$ cat src/rtl/irq_status_pkg.sv
// Shared definitions for the podule interrupt-status block: register map,
// source bit indices and the VECTOR register layout.
package irq_status_pkg;

   localparam int unsigned NUM_SRC = 4;
   localparam int unsigned ADDR_W  = 2;
   localparam int unsigned DATA_W  = 8;
   localparam int unsigned ID_W    = 3;

   localparam logic [ADDR_W-1:0] REG_STATUS = 2'b00;
   localparam logic [ADDR_W-1:0] REG_MASK   = 2'b01;
   localparam logic [ADDR_W-1:0] REG_MODE   = 2'b10;
   localparam logic [ADDR_W-1:0] REG_VECTOR = 2'b11;

   localparam int unsigned SRC_ECONET   = 0;
   localparam int unsigned SRC_ETHERNET = 1;
   localparam int unsigned SRC_IDE      = 2;
   localparam int unsigned SRC_UART     = 3;

   typedef struct packed {
      logic            valid;
      logic [ID_W-1:0] id;
   } vector_t;

   // VECTOR read layout: {valid, 4'b0, id}
   function automatic logic [DATA_W-1:0] pack_vector(input vector_t v);
      return {v.valid, (DATA_W-1-ID_W)'(0), v.id};
   endfunction

endpackage

$ cat src/rtl/irq_status_sync_edge.sv
// Two-flop synchroniser for one asynchronous request plus rising-edge detect
// on the synchronised level.
module irq_sync_edge (
   input  logic clk,
   input  logic rst,
   input  logic req,
   output logic sync,
   output logic rise_c
);

   logic meta;
   logic sync_d;

   // Clearing sync_d on reset makes a request already high at release look like an edge
   always_ff @(posedge clk) begin
      if (rst) begin
         meta   <= 1'b0;
         sync   <= 1'b0;
         sync_d <= 1'b0;
      end else begin
         meta   <= req;
         sync   <= meta;
         sync_d <= sync;
      end
   end

   assign rise_c = sync & ~sync_d;

endmodule

$ cat src/rtl/irq_status.sv
// Podule interrupt-status block: per-source edge/level pending latches,
// mask, IRQ/FIQ routing and a priority-encoded vector register.
module irq_status
   import irq_status_pkg::*;
(
   input  logic              clk,
   input  logic              rst,
   input  logic              cs,
   input  logic              strobe,
   input  logic              rnw,
   input  logic [ADDR_W-1:0] a,
   input  logic [DATA_W-1:0] wdata,
   output logic [DATA_W-1:0] rdata,
   input  logic [NUM_SRC-1:0] irq_in,
   output logic              irq_out,
   output logic              fiq_out
);

   logic [NUM_SRC-1:0] sync;
   logic [NUM_SRC-1:0] rise;
   logic [NUM_SRC-1:0] pend;
   logic [NUM_SRC-1:0] mask;
   logic [DATA_W-1:0]  mode;
   logic [NUM_SRC-1:0] edge_mode;
   logic [NUM_SRC-1:0] route;
   logic [NUM_SRC-1:0] active;
   logic               wr_en;
   logic               rd_en;
   logic [NUM_SRC-1:0] clr_c;
   logic [NUM_SRC-1:0] pend_nxt_c;
   vector_t            vec_c;
   logic [DATA_W-1:0]  rd_mux_c;

   irq_sync_edge u_econet (
      .clk(clk), .rst(rst), .req(irq_in[SRC_ECONET]),
      .sync(sync[SRC_ECONET]), .rise_c(rise[SRC_ECONET]));
   irq_sync_edge u_ethernet (
      .clk(clk), .rst(rst), .req(irq_in[SRC_ETHERNET]),
      .sync(sync[SRC_ETHERNET]), .rise_c(rise[SRC_ETHERNET]));
   irq_sync_edge u_ide (
      .clk(clk), .rst(rst), .req(irq_in[SRC_IDE]),
      .sync(sync[SRC_IDE]), .rise_c(rise[SRC_IDE]));
   irq_sync_edge u_uart (
      .clk(clk), .rst(rst), .req(irq_in[SRC_UART]),
      .sync(sync[SRC_UART]), .rise_c(rise[SRC_UART]));

   assign edge_mode = mode[NUM_SRC-1:0];
   assign route     = mode[DATA_W-1:NUM_SRC];
   assign active    = pend & mask;
   assign wr_en     = cs & strobe & ~rnw;
   assign rd_en     = cs & strobe & rnw;

   // Edge sources: a new edge beats a same-cycle clear. Level sources track sync.
   always_comb begin
      clr_c      = '0;
      pend_nxt_c = '0;
      if (wr_en && (a == REG_STATUS)) clr_c = wdata[NUM_SRC-1:0];
      pend_nxt_c = (edge_mode & (rise | (pend & ~clr_c))) | (~edge_mode & sync);
   end

   // Priority encoder, bit 0 highest priority
   always_comb begin
      vec_c = '0;
      for (int i = 0; i < NUM_SRC; i++) begin
         if (active[i] && !vec_c.valid) begin
            vec_c.valid = 1'b1;
            vec_c.id    = ID_W'(i);
         end
      end
   end

   always_comb begin
      rd_mux_c = '0;
      case (a)
         REG_STATUS: rd_mux_c = DATA_W'(pend);
         REG_MASK:   rd_mux_c = DATA_W'(mask);
         REG_MODE:   rd_mux_c = mode;
         default:    rd_mux_c = pack_vector(vec_c);
      endcase
   end

   always_ff @(posedge clk) begin
      if (rst) begin
         pend    <= '0;
         mask    <= '0;
         mode    <= '0;
         rdata   <= '0;
         irq_out <= 1'b0;
         fiq_out <= 1'b0;
      end else begin
         pend    <= pend_nxt_c;
         irq_out <= |(active & ~route);
         fiq_out <= |(active & route);
         if (rd_en) rdata <= rd_mux_c;
         if (wr_en) begin
            case (a)
               REG_MASK: mask <= wdata[NUM_SRC-1:0];
               REG_MODE: mode <= wdata;
               default:  ;
            endcase
         end
      end
   end

endmodule

$ cat config.mk
export PLATFORM = sky130hd
export DESIGN_NAME = irq_status
export DESIGN_NICKNAME = d
export VERILOG_FILES = /design/src/rtl/irq_status_pkg.sv /design/src/rtl/irq_status_sync_edge.sv /design/src/rtl/irq_status.sv
export SDC_FILE = /design/constraint.sdc
export NUM_CORES = 1
export LEC_CHECK = 0
export ABC_AREA = 1
export CAP_MARGIN = 40
export CORE_UTILIZATION = 53
export DETAILED_ROUTE_END_ITERATION = 16
export MAX_ROUTING_LAYER = met4
export PLACE_DENSITY = 0.87
export RECOVER_POWER = 25
export REMOVE_ABC_BUFFERS = 1
export SLEW_MARGIN = 5
export SYNTH_ARGS = -nofsm -noshare
export SYNTH_HDL_FRONTEND = slang
export SYNTH_SLANG_ARGS = --single-unit
$ cat constraint.sdc
create_clock -name clk -period 2.5 [get_ports clk]
set_input_delay 0.5 -clock clk [delete_from_list [all_inputs] [get_ports clk]]
set_output_delay 0.5 -clock clk [all_outputs]
set_load 0.02 [all_outputs]
==> Word level (Yosys, flattened, before mapping) <==
Index checks and enable logic that the tools add are counted.
{ "totals": {"reg_bits": 38, "latchBits": 0, "ram_bits": 0, "romBits": 0, "input_bits": 19, "output_inout_bits": 10, "word_cells": 61, "mem_count": 0} }
{ "classes": {"n_addsub": 0, "multipliers": 0, "div_mod_pow": 0, "magnitude_cmp": 0, "eq_ne": 2, "shifts": 0, "mux": 6, "n_bitwise": 23, "reduce_logical": 12} }
{ "op_table": {"columns": ["cell", "count"], "rows": [
  ["$and A4 B4 Y4", 6],
  ["$pmux W8 S3", 1],
  ["$mux W4", 5],
  ["$not A4 Y4", 3],
  ["$or A4 B4 Y4", 2],
  ["$reduce_or A4 Y1", 2],
  ["$and A1 B1 Y1", 7],
  ["$not A1 Y1", 5],
  ["$logic_and A1 B1 Y1", 4],
  ["$reduce_and A2 Y1", 2],
  ["$logic_not A1 Y1", 3],
  ["$eq A2 B1 Y1 const B", 1],
  ["$eq A2 B2 Y1 const B", 1],
  ["$logic_not A2 Y1", 1]
]} }

==> Depth between registers and ports, before layout <==
Gate-level depths: netlist of run 1.
{ "logic_depth": {"ltp_word": 12, "mapped_depth": 7, "mapped_depth_nobuf": 7} }

==> Cells and area by module <==
From an unflattened synthesis of run 1, not the netlist that was laid out.
{ "unflattened": {"cells_unflattened": 210, "area_unflattened_um2": 1515.2} }
{ "by_module_without_submodules": {"columns": ["module", "n_inst", "cells_per_inst", "area_per_inst_um2", "seq_area_each_um2"], "rows": [
  ["irq_status", 1, 170, 1169.9, 520.5],
  ["irq_sync_edge", 4, 10, 86.3, 60.1]
]} }

==> Worst setup path before layout of run 1 <==
No wires, ideal clock.
{ "synth_timing": {"path_type": "input port to flip-flop", "start": "in rnw", "end": "reg pend[0]", "setup_ps": 115, "arrival_time_ps": 1183, "required_time_ps": 2385, "setup_slack_ps": 1202, "cell_stages": 5, "cell_sequence": "nand3b_1 -> nor2_1 -> nand2_1 -> nand4_1 -> nand2_1"} }
{ "synth_between": {"elab_chain_cells": 9} }
{ "synth_lines": {"columns": ["item", "line", "text"], "rows": [
  ["from (decl)", "irq_status.sv:10", "input logic rnw,"],
  ["$not A1 Y1", "irq_status.sv:50", "assign wr_en = cs & strobe & ~rnw;"],
  ["$and A1 B1 Y1", "irq_status.sv:50", null],
  ["$logic_and A1 B1 Y1", "irq_status.sv:57", "if (wr_en && (a == REG_STATUS)) clr_c = wdata[NUM_SRC-1:0];"],
  ["$mux W4", "irq_status.sv:57", null],
  ["$not A4 Y4", "irq_status.sv:58", "pend_nxt_c = (edge_mode & (rise | (pend & ~clr_c))) | (~edge_mode & sync);"],
  ["$and A4 B4 Y4", "irq_status.sv:58", null],
  ["$or A4 B4 Y4", "irq_status.sv:58", null],
  ["$and A4 B4 Y4", "irq_status.sv:58", null],
  ["$or A4 B4 Y4", "irq_status.sv:58", null],
  ["to (signal assigned)", "irq_status.sv:91", "pend <= pend_nxt_c;"],
  ["to (decl)", "irq_status.sv:21", "logic [NUM_SRC-1:0] pend;"]
]} }
No other way between the ends.
A chain may end at the register's enable or synchronous reset.

==> impl_results.md, run 1 <==
- Outcome: finished clean
- Cell Rows: 19
- Chip width: 55.71 µm
- Via-to-Cell Ratio: 5.149
- PwrDens: 530.4 nW/µm²
- Most used routing layer in global routing: met2
- Crit. End Element: flop
- MaxCap Viol Count: 0
- Slew @ Worst Pin: 855.0 ps
- CP dominant cell by count: nand2_1
- 1st-iter DRT viols: 66
- Crit path cell chain: dlygate4sd3_1 > clkbuf_1 > nor2_1 > nand2_1 > nand2_1
- RSZ-0062 raised after global routing: no
- Final Setup Violations: 0
- Largest net degree at the start of global routing: 20
- # hold bufs at CTS: 0
- Placed wire-length estimate: 2318 µm
- Final worst path period need: 1793 ps
- Top fanout value on the critical path: 19
- TritonCTS Buffers: 5
- Post-CTS setup buffers: 0
- Worst-path clk slew: 100 ps
- VDD IR max: 0.5713 mV
- #FFs+latches synth: 38
- Critical Path RT: 2730 ps
- Clock Sinks: 38
- Hold Fails Final Rpt: 0
- Root buffer cell: clkbuf_4
- Drt total wl: 3120 µm
- Peak Freq: 557.8 MHz
- Clock skew: 5.992 ps
- Worst setup path class: input pin to flop
- Final period utilization: 71.72%
- YS warnings: 0
- Critical Path AT: 2020 ps
- Global-route wire length before repair: 5416 µm
- Slew Viols, Final: 0
- GRT met2 Usage: 33.91%
- Most used DFF post-synth: dfxtp_1
- Clock tree buffer depth: 2
- Slowest stage cell, crit path: clkbuf_1
- Relative slew slack: 43.00%
- TNS Setup: 0 ps
- Library cells used by synthesis: 22
- Initial antenna violation count: 0
- Layout cells sized above 1: 6.531%
- HP Class: flop to flop
- Most frequent cells in the layout: nand2_1 (47), nor2_1 (45), dfxtp_1 (38)
- Starting density of the core: 55.93%
- Routability Congestion: 0.8612
- Post-synth ARST share: 0%
- CTS-repair resized insts: 0
- Io pins: 29
- P&R area growth vs syn: 23.24%
- Startpoint types: input pin
- DRC viols: 0
- Post-Synthesis Cells: 212
- Port buffer count: 28
- Placed Cells: 269
- Dominant cell type by area after synthesis: dfxtp_1
- CP Buf/Inv Count: 2
- Register area share after synthesis: 49.75%
- Final hold slack: 399.8 ps
- Crit-path max cell delay: 650 ps
- Netlist Area Pre-Place: 1529 µm²
- Top post-synthesis cells by area: dfxtp_1 (50%), nand2_1 (12%), nor2_1 (11%), nand3_1 (5.6%), inv_1 (4.9%)
- EDFF count, synth: 0
- Congestion Overflow GR: 0
- Skew-Pair Late Insertion Delay: 320 ps
- Final worst slack: 707.1 ps
- Crit-path leading delay family: buffers and inverters
- Via count: 1421
- Core Region: 2734 µm²
- Static leakage: 0.0008247 µW
- DRT antenna net count: 0
- Met3 Track Usage GR: 7.209%
- Met1 usage: 29.76%
- Die area: 3104 µm²
- Post-Syn Area per Cell: 7.212 µm²
- Non-Filler Instances: 276
- Routed len/inst: 11.30 µm
- H-tree levels: 2
- Vias in the first global route: 1258
- Number of nets in the layout: 264
- Pre-CTS setup slack: 492.7 ps
- CTS tree: done
- N_diodes: 0
- Die Y: 55.71 µm
- Synth top area share: 49.75%
- Commonest non-fill, non-tap cell in the layout: nand2_1
- GRT Overall Usage: 22.87%
- Drt first pass iters: 4
final cells by class:
| class | instances | area [µm²] |
|---|---|---|
| multi-input cells | 143 | 645.6 |
| fillers | 230 | 849.6 |
| well taps | 31 | 38.79 |
| flip-flops and latches | 38 | 760.7 |
| inverters | 28 | 110.1 |
| repair buffers | 29 | 284.0 |
| clock buffers | 7 | 45.04 |
worst reg2reg max path, cell delays in order, from the launching register on:
cell	delay [ps]
dfxtp_1	420
nand2_1	120
nand2_1	90
inv_1	40
nand3_1	80
nand3_1	100
nand2_1	80
inv_1	50
registers in the layout (all words and copies together) (netlist names), 4 cells and up:
register,count
mode,8
rdata,8
mask,4
pend,4
metal layers:
metal / routed length (µm) / vias to the layer above
met5: 0 / -
met4: 57 / 0
met3: 224 / 8
met2: 1414 / 51
met1: 1423 / 630
li1: - / 732
where the power goes:
group | leakage (µW) | internal (µW) | switching, µW
Clock | 0.0000254 | 106 | 173
Sequential | 0.000309 | 621 | 9.63
Combinational | 0.000490 | 41.6 | 48.1
Total | 0.000825 | 768 | 231
cells in the mapped netlist (2+ instances only):
master	count
buf_1	2
nor2_1	45
nand4_1	4
nand3_1	17
a21oi_1	6
dfxtp_1	38
inv_1	20
o21ai_0	13
inv_4	2
clkinv_1	2
nor2_2	2
inv_2	4
o22ai_1	2
nand2_1	47
cell families (layout without fill, tap and decap cells):
group	count (synthesis)	after routing	synth area share, %
AND/OR/NAND/NOR	119	119	33.80
flip-flops	38	38	49.75
buffers and inverters	31	64	8.019
AO/OA/AOI/OAI	24	24	8.429
path summary, 6_finish.rpt:
kind | from | end | slack (ps) | cells after the start
setup / recovery | rst | pend[3]$_SDFF_PP0_ | 710 | 5
hold / removal | u_econet.meta$_SDFF_PP0_ | u_econet.sync$_SDFF_PP0_ | 400 | 2
setup reg to reg | mask[1]$_SDFFE_PP0P_ | rdata[1]$_SDFFE_PP0P_ | 1460 | 7
hold reg to reg | u_econet.meta$_SDFF_PP0_ | u_econet.sync$_SDFF_PP0_ | 400 | 2
through the flow:
stage	power, µW	instance area, µm²	util (%)
2_1_floorplan	679.9	1516	-
3_3_place_gp	732.1	1843	67.41
3_5_place_dp	734.6	1843	67.41
4_1_cts	1005	1888	69.06
5_1_grt	1056	1884	68.92
6_report	999.4	1884	68.92
(Power assumes the default switching activity.)
==> run 2: changes to the inputs <==
CORE_UTILIZATION = 50   (was 53)
PLACE_DENSITY = 0.83   (was 0.87)
clock period = 1.8 ns   (was 2.5 ns; I/O delays follow)
==> run 2 against run 1 <==
  * The flow now finishes with violations (design-rule violations)
  * Clock-buffer cell count unchanged
  * Combinational power is 48% higher
  * Sequential cell count did not move
  * Wire length increased by 0.42%
==> impl_results.md, run 2 (synthesized netlist as in run 1, its figures left out) <==
- Worst r2r src: pend[1]$_SDFF_PP0_
- Final Setup Violations: 0 (unchanged)
- Chip width: 57.30 µm (+2.9%)
- Placed wire-length estimate: 2332 µm (+0.60%)
- Via-to-Cell Ratio: 5.007 (-2.7%)
- Initial antenna violation count: 0 (unchanged)
- Largest registers: mode: 8 flops, rdata: 8 flops
- # hold bufs at CTS: 0 (unchanged)
- Largest net degree at the start of global routing: 20 (unchanged)
- Peak Freq: 605.7 MHz
- CP Buf/Inv Count: 1 (-1)
- Die Y: 57.30 µm (+2.9%)
- Number of nets in the layout: 270 (+2.3%)
- Root buffer cell: clkbuf_4
- Crit-path max cell delay: 610 ps (-40 ps)
- Final worst path period need: 1651 ps
- Clock tree buffer depth: 2 (unchanged)
- Top fanout value on the critical path: 2 (-17)
- Core Region: 2829 µm² (+3.5%)
- Clock Sinks: 38 (unchanged)
- Failing checks: design-rule violations
- Hold Path Depth: 2 (unchanged)
- Outcome: complete, but fails checks
- Critical Path AT: 1290 ps (-730 ps)
- Slew @ Worst Pin: 824.3 ps (-30.71 ps)
- Worst path depth: 1 (-4)
- P&R area growth vs syn: 27.17%
- Most frequent cells in the layout: nand2_1 (47), nor2_1 (45), dfxtp_1 (38)
- Static leakage: 0.0008623 µW (+4.6%)
- Crit. End Element: output pin
- DRC viols: 4 (+4)
- N_diodes: 0 (unchanged)
- TNS Setup: 0 ps (unchanged)
- CTS-repair resized insts: 0 (unchanged)
- CTS tree: done
- H-tree levels: 2 (unchanged)
- Port buffer count: 28 (unchanged)
- Starting density of the core: 54.05% (-1.9 points)
- Global-route wire length before repair: 5313 µm (-1.9%)
- Via count: 1417 (-0.28%)
- VDD IR max: 0.7119 mV (+25%)
- Final worst slack: 149.0 ps (-558.1 ps)
- 1st-iter DRT viols: 66 (unchanged)
- Startpoint types: flop
- Non-Filler Instances: 283 (+2.5%)
- Pre-CTS setup slack: -45.34 ps (-538.1 ps)
- Post-CTS setup buffers: 0 (unchanged)
- Io pins: 29 (unchanged)
- Worst-path clk slew: 100 ps (about the same)
- Routed len/inst: 11.07 µm (-2.1%)
- Slew Viols, Final: 0 (unchanged)
- Routability Congestion: 0.8747 (+1.6%)
- Congestion Overflow GR: 0 (unchanged)
- Placed Cells: 275 (+2.2%)
- Cell Rows: 19 (unchanged)
- Drt first pass iters: 10 (+6)
- Slowest stage cell, crit path: clkdlybuf4s50_1
- Vias in the first global route: 1269 (+0.87%)
- Crit-path leading delay family: buffers and inverters
- Skew-Pair Late Insertion Delay: 340 ps (+20 ps)
- Worst Hold Launch: u_ethernet.meta$_SDFF_PP0_
- RSZ-0062 raised after global routing: no
- Commonest non-fill, non-tap cell in the layout: nand2_1
- Crit path cell chain: clkdlybuf4s50_1
- Hold Fails Final Rpt: 0 (unchanged)
- Clock skew: 5.916 ps (-0.07610 ps)
- R2R depth: 7 (unchanged)
- Final hold slack: 408.6 ps (+8.817 ps)
- HP Class: flop to flop
- DRT antenna net count: 0 (unchanged)
- GRT Overall Usage: 22.03% (-0.84 points)
- Drt total wl: 3133 µm (+0.42%)
- Layout cells sized above 1: 9.524% (+3.0 points)
- Final period utilization: 91.72%
- Worst setup path class: flop to output pin
- TritonCTS Buffers: 5 (unchanged)
- Critical path startpoint: rdata[0]$_SDFFE_PP0P_
- Relative slew slack: 45.05% (+2.0 points)
- Critical Path RT: 1440 ps (-1290 ps)
- Die area: 3283 µm² (+5.8%)
- PwrDens: 751.8 nW/µm² (+42%)
- MaxCap Viol Count: 0 (unchanged)
run 2: layout make-up:
| class | instances | area (µm²) |
|---|---|---|
| tap | 31 | 38.79 |
| fill | 246 | 884.6 |
| clock buffer | 7 | 55.05 |
| timing repair buffer | 35 | 329.1 |
| clock inverter | 1 | 5.005 |
| inverter | 28 | 110.1 |
| sequential | 38 | 760.7 |
| multi-input combinational | 143 | 645.6 |
run 2: power by group:
group,total (µW),internal (µW),switching [µW]
Clock,454,189,264
Combinational,133,65.4,67.2
Sequential,875,862,13.4
Total,1460,1120,345
run 2: worst paths after layout:
kind                                end  slack [ps]
min          u_ethernet.sync$_SDFF_PP0_         410
min reg2reg  u_ethernet.sync$_SDFF_PP0_         410
max                            rdata[0]         150
max reg2reg       rdata[1]$_SDFFE_PP0P_         810
run 2: layer usage:
metal	GRT usage (%)	vias to the layer above	wire length (µm)
met1	25.25	627	1417
met5	-	-	0
li1	-	742	-
met4	7.317	0	45
met3	6.349	7	183
met2	36.97	41	1487
run 2: stage by stage:
step	utilization (%)	power, µW	cell area [µm²]
floorplan	-	944.3	1516
global placement	66.74	1026	1888
detailed placement	66.74	1028	1888
CTS	68.86	1477	1948
global route	68.73	1521	1944
finish	68.73	1462	1944
